File: config.mk
export PLATFORM = sky130hd
export DESIGN_NAME = nanorv32_alu_wb
export DESIGN_NICKNAME = d
export VERILOG_FILES = /design/src/rtl/nanorv32_alu_wb.sv
export SDC_FILE = /design/constraint.sdc
export NUM_CORES = 1
export LEC_CHECK = 0
export CORE_ASPECT_RATIO = 1.2
export CORE_MARGIN = 5
export CORE_UTILIZATION = 48
export CTS_CLUSTER_DIAMETER = 30
export DETAILED_ROUTE_END_ITERATION = 8
export GPL_ROUTABILITY_DRIVEN = 0
export PLACE_DENSITY = 0.86
export SLEW_MARGIN = 20
export SYNTH_ARGS = -nofsm -noshare
export SYNTH_HDL_FRONTEND = slang
export SYNTH_SLANG_ARGS = --single-unit
File: constraint.sdc
create_clock -name clk -period 3.1 [get_ports clk]
set_input_delay 0.62 -clock clk [delete_from_list [all_inputs] [get_ports clk]]
set_output_delay 0.62 -clock clk [all_outputs]
set_load 0.01 [all_outputs]
File: src/rtl/nanorv32_alu_wb.sv
// nanorv32_alu_wb -- writeback stage after the ALU/mul/div execute block.
//
// Owns the single register-file write port. Load writeback has priority.
// When a load and an ALU result collide, the ALU result is parked in a
// one-entry skid buffer and drained on the next load-free edge. Execute is
// stalled while a divide is in flight, and the number of stalled divide
// cycles is counted in a saturating counter.
//
// Optional feature macro: NANORV32_WB_FWD_EN
//   When defined, the fwd_* outputs expose the most recently registered write.
//   If no write was registered and the skid is full, they expose the skid entry.
//   When undefined, the fwd_* outputs are tied to 0.
//
// Ports
//   clk, rst_n                     clock, asynchronous active-low reset
//   ex_valid/ex_rd/ex_res          execute result and destination index
//   ex_is_div/div_ready            divide in flight / divider result valid
//   ex_ready                       combinational accept back to execute
//   ld_wr_req/ld_rd/ld_data        load writeback request (highest priority)
//   flush                          blocks acceptance and drops the skid entry
//   rf_wr_en/rf_wr_addr/rf_wr_data registered register-file write
//   fwd_valid/fwd_rd/fwd_data      forwarding view of the pending result
//   div_stall_cnt                  saturating divide stall cycle count

module nanorv32_alu_wb #(
  parameter int DATA_W = 32,
  parameter int REG_AW = 5,
  parameter int CNT_W  = 16
) (
  input  logic              clk,
  input  logic              rst_n,
  input  logic              ex_valid,
  input  logic [REG_AW-1:0] ex_rd,
  input  logic [DATA_W-1:0] ex_res,
  input  logic              ex_is_div,
  input  logic              div_ready,
  output logic              ex_ready,
  input  logic              ld_wr_req,
  input  logic [REG_AW-1:0] ld_rd,
  input  logic [DATA_W-1:0] ld_data,
  input  logic              flush,
  output logic              rf_wr_en,
  output logic [REG_AW-1:0] rf_wr_addr,
  output logic [DATA_W-1:0] rf_wr_data,
  output logic              fwd_valid,
  output logic [REG_AW-1:0] fwd_rd,
  output logic [DATA_W-1:0] fwd_data,
  output logic [CNT_W-1:0]  div_stall_cnt
);

  typedef enum logic {SKID_EMPTY = 1'b0, SKID_FULL = 1'b1} skid_t;

  skid_t             skid_st;
  logic [REG_AW-1:0] skid_rd;
  logic [DATA_W-1:0] skid_data;
  logic              accept;
  logic              ex_wr;
  logic              div_stall;

  assign ex_ready  = (skid_st == SKID_EMPTY) & (~ex_is_div | div_ready);
  assign accept    = ex_valid & ex_ready & ~flush;
  // r0 is hardwired to zero, so a result aimed at it is discarded outright
  // and never occupies the skid.
  assign ex_wr     = accept & (ex_rd != '0);
  assign div_stall = ex_valid & ex_is_div & ~div_ready & ~flush;

  always_ff @(posedge clk or negedge rst_n) begin
    if (!rst_n) begin
      skid_st    <= SKID_EMPTY;
      skid_rd    <= '0;
      skid_data  <= '0;
      rf_wr_en   <= 1'b0;
      rf_wr_addr <= '0;
      rf_wr_data <= '0;
    end else begin
      rf_wr_en <= 1'b0;
      if (ld_wr_req) begin
        // The load owns the port even when it targets r0; the write is dropped.
        if (ld_rd != '0) begin
          rf_wr_en   <= 1'b1;
          rf_wr_addr <= ld_rd;
          rf_wr_data <= ld_data;
        end
        // accept implies the skid is empty, so it can be filled here.
        if (flush) begin
          skid_st <= SKID_EMPTY;
        end else if (ex_wr) begin
          skid_st   <= SKID_FULL;
          skid_rd   <= ex_rd;
          skid_data <= ex_res;
        end
      end else if (skid_st == SKID_FULL) begin
        skid_st <= SKID_EMPTY;
        // A flush drops the parked result instead of writing it.
        if (!flush) begin
          rf_wr_en   <= 1'b1;
          rf_wr_addr <= skid_rd;
          rf_wr_data <= skid_data;
        end
      end else if (ex_wr) begin
        rf_wr_en   <= 1'b1;
        rf_wr_addr <= ex_rd;
        rf_wr_data <= ex_res;
      end
    end
  end

  always_ff @(posedge clk or negedge rst_n) begin
    if (!rst_n)
      div_stall_cnt <= '0;
    else if (div_stall && (div_stall_cnt != '1))
      div_stall_cnt <= div_stall_cnt + 1'b1;
  end

`ifdef NANORV32_WB_FWD_EN
  always_comb begin
    fwd_valid = rf_wr_en;
    fwd_rd    = rf_wr_addr;
    fwd_data  = rf_wr_data;
    if (!rf_wr_en && (skid_st == SKID_FULL)) begin
      fwd_valid = 1'b1;
      fwd_rd    = skid_rd;
      fwd_data  = skid_data;
    end
  end
`else
  assign fwd_valid = 1'b0;
  assign fwd_rd    = '0;
  assign fwd_data  = '0;
`endif

endmodule

==> metrics.cfg <==
[status]
status = finished clean

[detailed_routing]
wl_mm = 11.7
wl_per_cell_um = 16.8
drt_iter0_markers = 172
first_pass_iters = 4
drtAntennaViolNets = 0
avgViaCountPerCell = 5.34
drcViolationCount = 0
vias = 3736

[critical_path]
path_class = input port to output port
critPathArrivalTime_ns = 1.95
cp.required_ns = 2.48
setup.worst_path.start_class = input port
cp_max_fo = 3
end_kind = output port

[final_layout]
nets = 653
drive_gt1_share_pct = 14.2
antenna_cells = 0
area_delta_synth_final_pct = 33.4
fill_cells = 734

[global_route]
grt_pass1_vias = 3922
grt_remaining_overflow = 0
antenna_found_initial = 0
track_usage_pct = 19.8
grt_first_pass_wirelength_mm = 18.9
grt_max_degree = 75

[sta]
timing.fmax_mhz = 389
relSlewSlack_pct = 50.4
skew_ns = 0.00510
finalHoldViolCount = 0
period_share_pct = 82.9
rsz0062_at_grt = no
maxSlewViolCount = 0
period_needed_ns = 2.57
fin_tns_setup_ns = 0
tightest_slew_ns = 0.743
setup_viol = 0

[floorplan]
die-area_um2 = 12000
fp-row-count = 39
ios = 174
start_util_pct = 49.5
die_w_um = 101
die_height_um = 119
core_area_um2 = 9560

[clock_tree]
htree_levels = 3
postCtsHoldBufs = 0
clk_latency_ns = 0.33
cts_resized = 0
cts_buffer_depth = 2
cts_tree = built
clkTransAtPathRegs_ns = 0.06
cts_sinks = 92
root_buffer = clkbuf_16
post-cts-setup-buffers = 0
cts_made_buffers = 9

[power]
ir_drop_v = 0.000385
p_per_area_nw_per_um2 = 534
p_switching_mw = 0.891
comb_power_share_pct = 22.8
finalPower_mw = 3.37
pwr-share-seq_pct = 45.2
p_leak_nw = 2.63
clkPwrFrac_pct = 32.0
p_sw_share_pct = 26.4
p_int_mw = 2.48

[synthesis]
synth_cells = 448
syn-cell-area_um2 = 4730
synth_top_area_cell = dfrtp_1
synth_edf_count = 0
synth_most_common_cell = dfrtp_1
synth_cell_types = 40
ys.flop_type = dfrtp_1
seq_area_frac_synth_pct = 48.7
yosys-top-cells-area = dfrtp_1 (49%), mux2_2 (9.8%), mux2i_1 (7.6%)
ys_async_sr_fraction_pct = 100
ys_seq_elements = 92
synth.top_cells.by_count = dfrtp_1 (92), o21ai_0 (63), nor2_1 (43)
avgSynthCellArea_um2 = 10.6
synth_top_area_share_pct = 48.7
ys_warn_count = 0

[worst_hold_path]
hold_class = input port to asynchronous set/reset pin

[flow_run]
maxCapViolations = 0

[placement]
port_buffers = 135
dp_hpwl_mm = 8.37

[cells in the final DEF, fill, tap and decap left out, drive strengths merged]
master         instances
a31oi                  3
nand4                  7
o21ai                 73
a21oi                 37
nor2                  45
buf                    8
nor3                   3
bufinv                 1
clkdlybuf4s50        133
dfrtp                 92
o211ai                 1
nand2                  9
nand4b                 1
o2bb2ai                1
a21o                   1
and2                   1
xor2                   4
nand3                  5
ha                     1
and4                   1
or4                    1
nor2b                  2
and3                   2
xnor2                  8
clkbuf                12
clkinv                 3
nand4bb                1
inv                    3
or2                    1
mux2i                 36
mux2                  41
or2b                   1
conb                  38
[power by group through the flow]
stage / logic [mW] / registers, mW / clock network (mW)
after floorplan: 0.379 / 1.56 / 0
after global placement: 0.750 / 1.53 / 0
after detailed placement: 0.776 / 1.55 / 0
after CTS: 0.780 / 1.52 / 1.10
after global routing: 0.840 / 1.55 / 1.16
final: 0.769 / 1.52 / 1.08
[state kept, by name, summed over array words and instances (netlist names)]
signal         cells
rf_wr_addr         5
rf_wr_en           1
skid_st            1
rf_wr_data        32
skid_rd            5
skid_data         32
div_stall_cnt     16
[layout make-up]
| cell class | instances | area (µm²) | area share (%) |
|---|---|---|---|
| Inverter | 3 | 11.3 | 0.178 |
| Clock buffer | 12 | 246 | 3.91 |
| Sequential cell | 92 | 2300 | 36.5 |
| Tap cell | 123 | 154 | 2.44 |
| Multi-Input combinational cell | 324 | 2130 | 33.8 |
| Timing Repair Buffer | 141 | 1410 | 22.4 |
| Clock inverter | 4 | 48.8 | 0.773 |
[per-layer routing]
layer	share of wire, %	routed length [µm]	track usage (%)	vias to the layer above
met4	3.0	349	9.27	0
met1	37	4360	22.0	1813
li1	-	-	-	1741
met5	0	0	0	-
met2	52	6140	34.6	153
met3	7.5	875	5.07	29
[stage by stage]
step / setup WS, ns / hold slack [ns] / util, % / instances / area [µm²]
finish: 0.531 / 0.337 / 66.0 / 699 / 6310
global route: 0.481 / 0.393 / 66.0 / 699 / 6310
CTS: 0.528 / 0.370 / 66.0 / 699 / 6310
detailed placement: 0.542 / 0.493 / 62.9 / 683 / 6020
global placement: 0.557 / 0.483 / 62.9 / 683 / 6020
floorplan: 1.22 / 0.324 / - / 485 / 4870
[cells by family (layout without fill, tap and decap cells)]
group           after synthesis  count (layout)  synth area share [%]
compound gates              116             116                  13.5
mux                          77              77                  17.4
buf+inv                      69             160                  9.52
simple gates                 80              80                  8.36
other cells                   1              38                0.0792
xor+xnor                     12              12                  2.22
flops                        92              92                  48.7
fa+ha+maj                     1               1                 0.264
[worst max-delay path, cell delays in order]
cell,delay (ns)
clkdlybuf4s50_1,0.42
nor2b_2,0.17
nor2_2,0.17
clkdlybuf4s50_1,0.57
[path summary, 6_finish.rpt]
kind	from	to	slack, ns	depth (start not counted)
setup / recovery	ex_is_div	ex_ready	0.53	4
hold / removal	rst_n	div_stall_cnt[9]$_DFFE_PN0P_	0.34	1
setup reg to reg	skid_st$_DFFE_PN0P_	rf_wr_data[6]$_DFFE_PN0P_	1.10	5
hold reg to reg	skid_data[22]$_DFFE_PN0P_	skid_data[22]$_DFFE_PN0P_	0.51	1
max in group asynchronous	rst_n	rf_wr_data[27]$_DFFE_PN0P_	2.09	2
min in group clk	skid_data[22]$_DFFE_PN0P_	skid_data[22]$_DFFE_PN0P_	0.51	1
No activity file was read; power rests on OpenSTA's default activity.
